File: src/rtl/conv_maxpool.sv
// 2x2 / stride-2 max pooling over a row-major N x N stream of unsigned samples.
// One row of pair maxima is parked in a line buffer until the odd row completes each window.
module conv_maxpool #(
  parameter int unsigned N  = 4,
  parameter int unsigned DW = 16
) (
  input  logic          clk,
  input  logic          rst,
  input  logic [DW-1:0] in_data,
  input  logic          in_valid,
  output logic          in_ready,
  output logic [DW-1:0] out_data,
  output logic          out_valid,
  input  logic          out_ready,
  output logic          done
);

  localparam int unsigned CW  = (N > 2) ? $clog2(N) : 1;
  localparam int unsigned LBW = (CW > 1) ? CW - 1 : 1;
  localparam int unsigned LBD = 2 ** LBW;
  localparam logic [CW-1:0] LAST = CW'(N - 1);

  typedef enum logic [1:0] {S_RUN, S_DRAIN, S_DONE} state_t;

  state_t        state_q, state_d;
  logic [CW-1:0] col_q, col_d;
  logic [CW-1:0] row_q, row_d;
  logic [DW-1:0] hold_q, hold_d;
  logic [DW-1:0] out_data_q, out_data_d;
  logic          out_valid_q, out_valid_d;
  logic [DW-1:0] linebuf_q [LBD];

  logic          xfer;
  logic          last_in;
  logic          lb_we;
  logic          emit;
  logic [LBW-1:0] lb_idx;
  logic [DW-1:0] pair_max;
  logic [DW-1:0] win_max;

  always_comb begin
    lb_idx   = LBW'(col_q >> 1);
    pair_max = (in_data > hold_q) ? in_data : hold_q;
    win_max  = (linebuf_q[lb_idx] > pair_max) ? linebuf_q[lb_idx] : pair_max;
    // Ready depends only on registered state, never on in_valid.
    in_ready = rst & (state_q == S_RUN) & (~out_valid_q | out_ready);
    xfer     = in_valid & in_ready;
    last_in  = xfer & (row_q == LAST) & (col_q == LAST);
    // Odd N: the trailing even row/column never reach an odd/odd slot, so they drop out.
    lb_we    = xfer & col_q[0] & ~row_q[0];
    emit     = xfer & col_q[0] & row_q[0];
  end

  always_comb begin
    col_d  = col_q;
    row_d  = row_q;
    hold_d = hold_q;
    if (xfer) begin
      if (!col_q[0]) begin
        hold_d = in_data;
      end
      if (col_q == LAST) begin
        col_d = '0;
        row_d = (row_q == LAST) ? '0 : row_q + 1'b1;
      end else begin
        col_d = col_q + 1'b1;
      end
    end
  end

  always_comb begin
    out_valid_d = out_valid_q;
    out_data_d  = out_data_q;
    if (emit) begin
      out_valid_d = 1'b1;
      out_data_d  = win_max;
    end else if (out_valid_q && out_ready) begin
      out_valid_d = 1'b0;
    end
  end

  always_comb begin
    state_d = state_q;
    done    = 1'b0;
    unique case (state_q)
      S_RUN: begin
        if (last_in) begin
          state_d = S_DRAIN;
        end
      end
      S_DRAIN: begin
        if (!out_valid_q || out_ready) begin
          state_d = S_DONE;
        end
      end
      S_DONE: begin
        done    = rst;
        state_d = S_RUN;
      end
      default: state_d = S_RUN;
    endcase
  end

  always_ff @(posedge clk) begin
    if (!rst) begin
      state_q     <= S_RUN;
      col_q       <= '0;
      row_q       <= '0;
      hold_q      <= '0;
      out_valid_q <= 1'b0;
      out_data_q  <= '0;
    end else begin
      state_q     <= state_d;
      col_q       <= col_d;
      row_q       <= row_d;
      hold_q      <= hold_d;
      out_valid_q <= out_valid_d;
      out_data_q  <= out_data_d;
    end
  end

  always_ff @(posedge clk) begin
    if (lb_we) begin
      linebuf_q[lb_idx] <= pair_max;
    end
  end

  assign out_valid = rst & out_valid_q;
  assign out_data  = rst ? out_data_q : '0;

endmodule

File: config.mk
export PLATFORM = sky130hd
export DESIGN_NAME = conv_maxpool
export DESIGN_NICKNAME = d
export VERILOG_FILES = /design/src/rtl/conv_maxpool.sv
export SDC_FILE = /design/constraint.sdc
export NUM_CORES = 1
export LEC_CHECK = 0
export ABC_AREA = 1
export BUFFER_PORTS_ARGS = -buffer_cell sky130_fd_sc_hd__buf_2
export CAP_MARGIN = 10
export CORE_UTILIZATION = 64
export CTS_CLUSTER_SIZE = 16
export DETAILED_ROUTE_END_ITERATION = 10
export PLACE_DENSITY_LB_ADDON = 0.3
export SYNTH_ARGS = -nofsm -noshare
export SYNTH_HDL_FRONTEND = slang
export SYNTH_SLANG_ARGS = --single-unit
export TNS_END_PERCENT = 1
File: constraint.sdc
create_clock -name clk -period 4.84 [get_ports clk]
set_clock_uncertainty 0.15 [all_clocks]
set_input_delay 0.484 -clock clk [delete_from_list [all_inputs] [get_ports clk]]
set_output_delay 0.484 -clock clk [all_outputs]
set_load 0.005 [all_outputs]
# Word level (Yosys, flattened, before mapping)
# Memories as Yosys holds them, arrays and structs flattened. A register that Yosys moved wholly into a read port is not among the register bits.
# Cells that the tools add are included.
# word_totals
regBits	39
memories	1
wordCells	53
ramBits	32
# memory_table
memory	words	width	rd	rd_ports_with_merged_regs	wr	line_no	rtl
linebuf_q	2	16	1	1	1	31	logic [DW-1:0] linebuf_q [LBD];
# op_classes
order_cmp	2
n_addsub	2
reduce_logical	8
n_bitwise	13
muxes	15
eq_ne	6
# op_table
op	count
$mux W16	3
$gt A16 B16 Y1	2
$and A1 B1 Y1	9
$mux W2	4
$mux W1	7
$eq A2 B2 Y1 const B	3
$reduce_and A2 Y1	3
$add A2 B1 Y2 const B	2
$ne A2 B2 Y1 const B	2
$pmux W2 S2	1
$not A1 Y1	3
$eq A2 B1 Y1 const B	1
$logic_not A2 Y1	1
$reduce_bool A2 Y1	1
$logic_and A1 B1 Y1	1
$logic_not A1 Y1	1
$logic_or A1 B1 Y1	1
$or A1 B1 Y1	1

# Logic depth before layout (Yosys ltp)
# Gate-level depths: netlist (run 1).
# logic_depth
ltp_word	8
ltp_mapped	31

# Worst setup path after synthesis (run 1)
# No wires, ideal clock.
# synth_path
path_type	input port to flip-flop
startpoint	input in_data[15]
endpoint	register out_data_q[11]
setup_slack_ns	1.626
cell_stages	19
t_arrival_ns	2.952
t_required_ns	4.578
cell_sequence	ha_1 nand2_1 nor3_2 nand3_2 nand2_2 buf_4 nand2_1 nand2_1 inv_1 ha_1 a21oi_1 o21ai_0 a21oi_1 nand2_2 nand2_2 buf_2 nand3_1 nand2_1 nand2_1
# synth_between
elab_chain_len	4
# synth_lines
item	line_no	rtl
start, declared	9	input logic [DW-1:0] in_data,
$gt A16 B16 Y1 *	43	pair_max = (in_data > hold_q) ? in_data : hold_q;
$mux W16 *	43	
net pair_max[11]	38	logic [DW-1:0] pair_max;
$gt A16 B16 Y1	44	win_max = (linebuf_q[lb_idx] > pair_max) ? linebuf_q[lb_idx] : pair_max;
$mux W16 *	44	
end signal, assigned	118	out_data_q <= out_data_d;
end, declared	29	logic [DW-1:0] out_data_q, out_data_d;
# The timed path passes the listed nets; every way through them passes the cells marked *.
# A chain may end at the register's enable or synchronous reset.

# Final worst setup path (run 1)
# layout_path
startpoint	register hold_q[15]
endpoint	register out_data_q[9]
# layout_between
elab_chain_len	4
# layout_lines
item	line_no	rtl
start, declared	28	logic [DW-1:0] hold_q, hold_d;
start signal, assigned	116	hold_q <= hold_d;
$gt A16 B16 Y1 *	43	
$mux W16 *	43	
net pair_max[9]	38	
$gt A16 B16 Y1	44	
$mux W16 *	44	
# Marks and branches as above.

==> results of run 1 <==
area by class of cell:
cell class / instances / area [µm²]
multi-input cells: 352 / 1870
flip-flops and latches: 72 / 1760
fillers: 527 / 1720
inverters: 112 / 425
repair buffers: 40 / 205
clock buffers: 11 / 153
well taps: 77 / 96.3
clock inverters: 5 / 77.6
sequential cells by signal, indices dropped and copies added (netlist names), named ones only:
signal	cells
col_q	2
hold_q	16
linebuf_q	32
out_data_q	16
out_valid_q	1
row_q	2
state_q	2
final timing paths:
path	end	slack, ns	cells after the start
worst min register to register	hold_q[4]$_SDFFE_PN0P_	0.34	2
worst max register to register	out_data_q[9]$_SDFFE_PN0P_	0.89	17
worst max-delay path	out_data_q[9]$_SDFFE_PN0P_	0.89	17
worst min-delay path	out_valid_q$_SDFFE_PN0P_	0.22	2
metrics by stage:
step	std cells	total power, W	setup WS (ns)	hold slack (ns)	cell area, µm²
detailed placement	653	0.000947	0.777	0.325	4360
global placement	653	0.000933	0.869	0.317	4360
CTS	669	0.00149	0.935	0.215	4590
finish	669	0.00149	0.894	0.220	4590
global route	669	0.00156	0.567	0.231	4590
floorplan	554	0.000880	1.63	0.298	4160
cell usage in the layout, fill, tap and decap left out, drive strengths merged, types with 2 or more instances in the layout:
cell,instances
nor3,5
nand4,2
bufinv,2
clkinv,9
inv,106
edfxtp,32
nand2,168
ha,34
nor2,15
nand3,52
buf,40
dfxtp,40
a21oi,34
clkbuf,11
o21ai,37
logic make-up after synthesis:
logic type / count (synthesis) / share of synthesized area, %
flops: 72 / 42.4
fa+ha+maj: 34 / 10.2
mux: 1 / 0.241
buf+inv: 130 / 12.6
simple gates: 242 / 25.2
compound gates: 75 / 9.39
power groups by stage:
stage	Sequential, W	Clock (W)	Combinational, W
3_3_place_gp	0.000682	0	0.000252
4_1_cts	0.000668	0.000550	0.000269
2_1_floorplan	0.000676	0	0.000204
5_1_grt	0.000670	0.000573	0.000312
6_report	0.000668	0.000547	0.000272
3_5_place_dp	0.000682	0	0.000265
per-layer routing:
layer	share of wire, %	vias to the layer above
met2	45	98
met5	0	-
met3	5.1	21
li1	-	1821
met4	2.8	0
met1	47	1582
==> out/qor.csv, run 1 <==
metric,value,unit
status,finished clean,
number of remaining DRC errors,0,
Final min period,3.95,ns
"Clk pin slew, worst setup/hold paths",0.08,ns
CTS Hold Buffers Added,0,
Final setup viols,0,
"Slew Viols, Final",0,
die height,82.6,µm
reg2reg start,hold_q[15]$_SDFFE_PN0P_,
met1 Usage GRT,39.5,%
diodes inserted,0,
mapped cell area,4160,µm²
most numerous cell in the Yosys netlist,nand2_1,
number of global-route vias before repair,3190,
share of cells above drive strength 1,11.5,%
"most used cell, CP",nand2_1,
Sink Count,72,
Layout area overhead,10.4,%
VDD IR max,242,µV
GRT Residual Overflow,0,
first-pass GRT wire length,14800,µm
CP bufs+invs,2,
cell count after synthesis,554,
final hold vios,0,
average cell area after synthesis,7.51,µm²
pin count of the biggest net entering global routing,37,
DIE AREA,6820,µm²
Switching Share,28.2,%
Post-synth EDFFs,32,
setup repair bufs after CTS,0,
DPL Wire Length,6830,µm
final core occ,72.8,%
routing usage on met3,5.60,%
busiest layer in global routing,met2,
antenna violations before repair,0,
H-Tree Depth,3,
Setup CP Type,reg2reg,
initial DRC count,219,
period utilization,81.5,%
CP max stage delay,0.35,ns
register share of total power,44.9,%
Yosys top cell by area,edfxtp_1,
Synth area leaders,"edfxtp_1 23%, dfxtp_1 19%, nand2_1 15%",
register area share after synthesis,42.4,%
"Primary FF master, synth",dfxtp_1,
GPL Wtd Cong,0.864,
worst min-delay path startpoint,out_ready,
worst setup path startpoint,hold_q[15]$_SDFFE_PN0P_,
CP Launch Type,flop,
CTS resizes,0,
GRT Overall Usage,29.7,%
CTS tree,yes,
Pint,0.00107,W
clk_lat worst skew,0.35,ns
slew at the pin closest to its max-slew limit,0.921,ns
Arrival @ worst endpoint,4.05,ns
core area,6310,µm²
P_sw,0.000420,W
1st-pass router iterations,5,
Fin Setup TNS,0,ns
Row Count,29,
cell family with most CP delay,simple AND/OR/NAND/NOR gates,
maxcap violations,0,
Starting Density,65.9,%
WL/cell,13.7,µm
register bit total from synthesis,72,
Leakage,2.39,nW
P per Cell Area,324,nW/µm²
CTS max path bufs,2,
Buffers on Ports,38,
worst-path maximum fanout,17,
met2 Use GR,46.2,%
Detail Route Antenna Nets,0,
worst path required time,4.94,ns
Hold Path Class,in2reg,
CP max stage cell,dfxtp_1,
Post-synth top cells,"162 x nand2_1, 106 x inv_1, 50 x nand3_1",
CTS buffer count,9,
ys async rst share,0,%
Synth top area share,23.1,%
count of nets after finishing,641,
DR vias/cell,5.26,
via count,3522,
unrepaired setup endpoints after global routing,false,
CP Capture Type,flop,
Post-Route WL,9130,µm
synth warn,0,
Unique masters post-synth,30,
CTS root buffer,clkbuf_8,
fmax,253,MHz
crit-path cells,"inv_1, ha_1, nand2_1, nor3_2, nand3_2, nand2_2, nand2_1, nand2_1, inv_1, ha_1, nand4_1, nor3_2, nand3_2, nand2_2, nand3_1, nand2_1, nand2_1",
Comb power frac,18.3,%
Clk pwr share,36.8,%
Syn Nets,608,
I/O pin count,39,
normalized max-slew margin,38.5,%
Die W,82.6,µm
(Power assumes the default switching activity.)
==> run 2: changes to the inputs <==
--- a/config.mk
+++ b/config.mk
@@ -8,7 +8,7 @@
 export ABC_AREA = 1
 export BUFFER_PORTS_ARGS = -buffer_cell sky130_fd_sc_hd__buf_2
 export CAP_MARGIN = 10
-export CORE_UTILIZATION = 64
+export CORE_UTILIZATION = 60
 export CTS_CLUSTER_SIZE = 16
 export DETAILED_ROUTE_END_ITERATION = 10
 export PLACE_DENSITY_LB_ADDON = 0.3
==> constraint.sdc (replaced) <==
create_clock -name clk -period 3.77 [get_ports clk]
set_clock_uncertainty 0.15 [all_clocks]
set_input_delay 0.377 -clock clk [delete_from_list [all_inputs] [get_ports clk]]
set_output_delay 0.377 -clock clk [all_outputs]
set_load 0.005 [all_outputs]
==> out/qor.csv, run 2 (synthesized netlist as in run 1, its figures left out) <==
metric,value,unit
design area,4660,µm²
CP max stage delay,0.36,ns
P per Cell Area,407,nW/µm²
status,finished clean,
CTS root buffer,clkbuf_8,
antenna violations before repair,0,
diodes inserted,0,
DPL Wire Length,7040,µm
worst path required time,3.86,ns
Register Area,1760,µm²
cell family with most CP delay,simple AND/OR/NAND/NOR gates,
period utilization,94.9,%
Worst path depth,21,
CP Launch Type,flop,
Leakage,2.43,nW
CP Capture Type,flop,
"Cell Count, Final, Fillers Out",675,
final hold vios,0,
Starting Density,63.7,%
Detail Route Antenna Nets,0,
normalized max-slew margin,44.0,%
biggest regs,"linebuf_q: 32 flops, hold_q: 16 flops, out_data_q: 16 flops",
"Power, Total",0.00190,W
area of the multi-input gates,1910,µm²
maxcap violations,0,
Reg with most FFs,linebuf_q,
number of global-route vias before repair,3321,
count of nets after finishing,647,
Post-Route WL,9610,µm
max reg flops,32,
DIE AREA,7270,µm²
worst setup path startpoint,hold_q[7]$_SDFFE_PN0P_,
"most used cell, CP",nand2_1,
Final min period,3.58,ns
crit-path cells,"inv_1, ha_1, nand2_1, nor2_2, nand2_1, nand2_1, nand2_1, nand2_4, buf_4, nand3_1, nand2_1, inv_1, ha_1, a21oi_1, o21ai_0, a21oi_2, nand2_4, nand2_4, nand3_1, nand2_1, nand2_1",
Worst Setup EP,out_data_q[8]$_SDFFE_PN0P_,
Cells after DPL,659,
"commonest non-fill, non-tap cell in the layout",nand2_1,
slew at the pin closest to its max-slew limit,0.839,ns
Die W,85.3,µm
Arrival @ worst endpoint,3.67,ns
Setup CP Type,reg2reg,
1st-pass router iterations,5,
share of cells above drive strength 1,13.0,%
Placement Cell Area,4410,µm²
GRT Overall Usage,28.0,%
worst-path maximum fanout,16,
first-pass GRT wire length,15500,µm
reg2reg start,hold_q[7]$_SDFFE_PN0P_,
Buffers on Ports,38,
GRT Residual Overflow,0,
FF-to-FF End,out_data_q[8]$_SDFFE_PN0P_,
core area,6530,µm²
CTS tree,yes,
fill count,525,
VDD IR max,219,µV
Final setup viols,0,
"Slew Viols, Final",0,
via count,3624,
GPL Wtd Cong,0.942,
Layout area overhead,12.0,%
Row Count,29,
"commonest non-fill, non-tap cells in the layout","162 x nand2_1, 106 x inv_1, 50 x nand3_1, 40 x dfxtp_1, 38 x buf_2",
clk_lat worst skew,0.35,ns
Sink Count,72,
Hold Path Class,in2reg,
die height,85.3,µm
H-Tree Depth,3,
"Clk pin slew, worst setup/hold paths",0.08,ns
DR vias/cell,5.37,
I/O pin count,39,
pin count of the biggest net entering global routing,36,
CP max stage cell,dfxtp_1,
number of remaining DRC errors,0,
fmax,280,MHz
initial DRC count,360,
WL/cell,14.2,µm
R2R depth,21,
CTS max path bufs,2,
CTS buffer count,9,
CP bufs+invs,3,
Reg2Reg Setup Slack,0.19,ns
## run 2: cell count changes in the layout (fill, tap and decap cells not counted), sizes merged
cell    change
buf         +6
inv         +1
clkinv      -1
bufinv      -1
clkbuf      +1
## run 2: final cells by class
class	instances	area share, %
flip-flops and latches	72	37.8
repair buffers	46	5.37
clock buffers	12	3.57
well taps	77	2.07
inverters	112	9.13
clock inverters	4	1.05
multi-input cells	352	41.0
## run 2: worst min path at each step
stage	startpoint	to	depth (start not counted)
6_report	out_ready	out_valid_q$_SDFFE_PN0P_	2
3_3_place_gp	hold_q[8]$_SDFFE_PN0P_	hold_q[8]$_SDFFE_PN0P_	2
3_5_place_dp	hold_q[2]$_SDFFE_PN0P_	hold_q[2]$_SDFFE_PN0P_	2
5_1_grt	out_ready	out_valid_q$_SDFFE_PN0P_	2
4_1_cts	out_ready	out_valid_q$_SDFFE_PN0P_	2
2_1_floorplan	hold_q[10]$_SDFFE_PN0P_	hold_q[10]$_SDFFE_PN0P_	2
## run 2: repair_timing
action / in CTS / in global routing
setup endpoints to repair: 0 / 16
buffers inserted: 0 / 0
gates resized for setup: 0 / 8
hold buffers: 0 / 0
## run 2: metrics by stage
| stage | setup slack (ns) | TNS (ns) | util, % | hold WS [ns] |
|---|---|---|---|---|
| floorplan | 0.663 | 0 | - | 0.298 |
| global placement | 0.0823 | 0 | 67.5 | 0.316 |
| detailed placement | -0.00480 | -0.00809 | 67.5 | 0.316 |
| CTS | 0.0962 | 0 | 70.8 | 0.104 |
| global route | -0.0624 | -0.457 | 71.3 | 0.107 |
| finish | 0.193 | 0 | 71.3 | 0.115 |
## run 2: report_power, final
| part | switching [W] | leakage, nW | total (W) | internal, W |
|---|---|---|---|---|
| Sequential | 0.00000975 | 0.617 | 0.000852 | 0.000843 |
| Combinational | 0.000256 | 1.70 | 0.000384 | 0.000129 |
| Clock | 0.000296 | 0.112 | 0.000661 | 0.000365 |
## run 2: per-layer routing
| layer | global-route usage, % | vias to the layer above | wire [µm] |
|---|---|---|---|
| li1 | - | 1826 | - |
| met3 | 3.31 | 26 | 580 |
| met4 | 14.5 | 0 | 312 |
| met2 | 43.5 | 134 | 4410 |
| met5 | 0 | - | 0 |
| met1 | 38.8 | 1638 | 4310 |
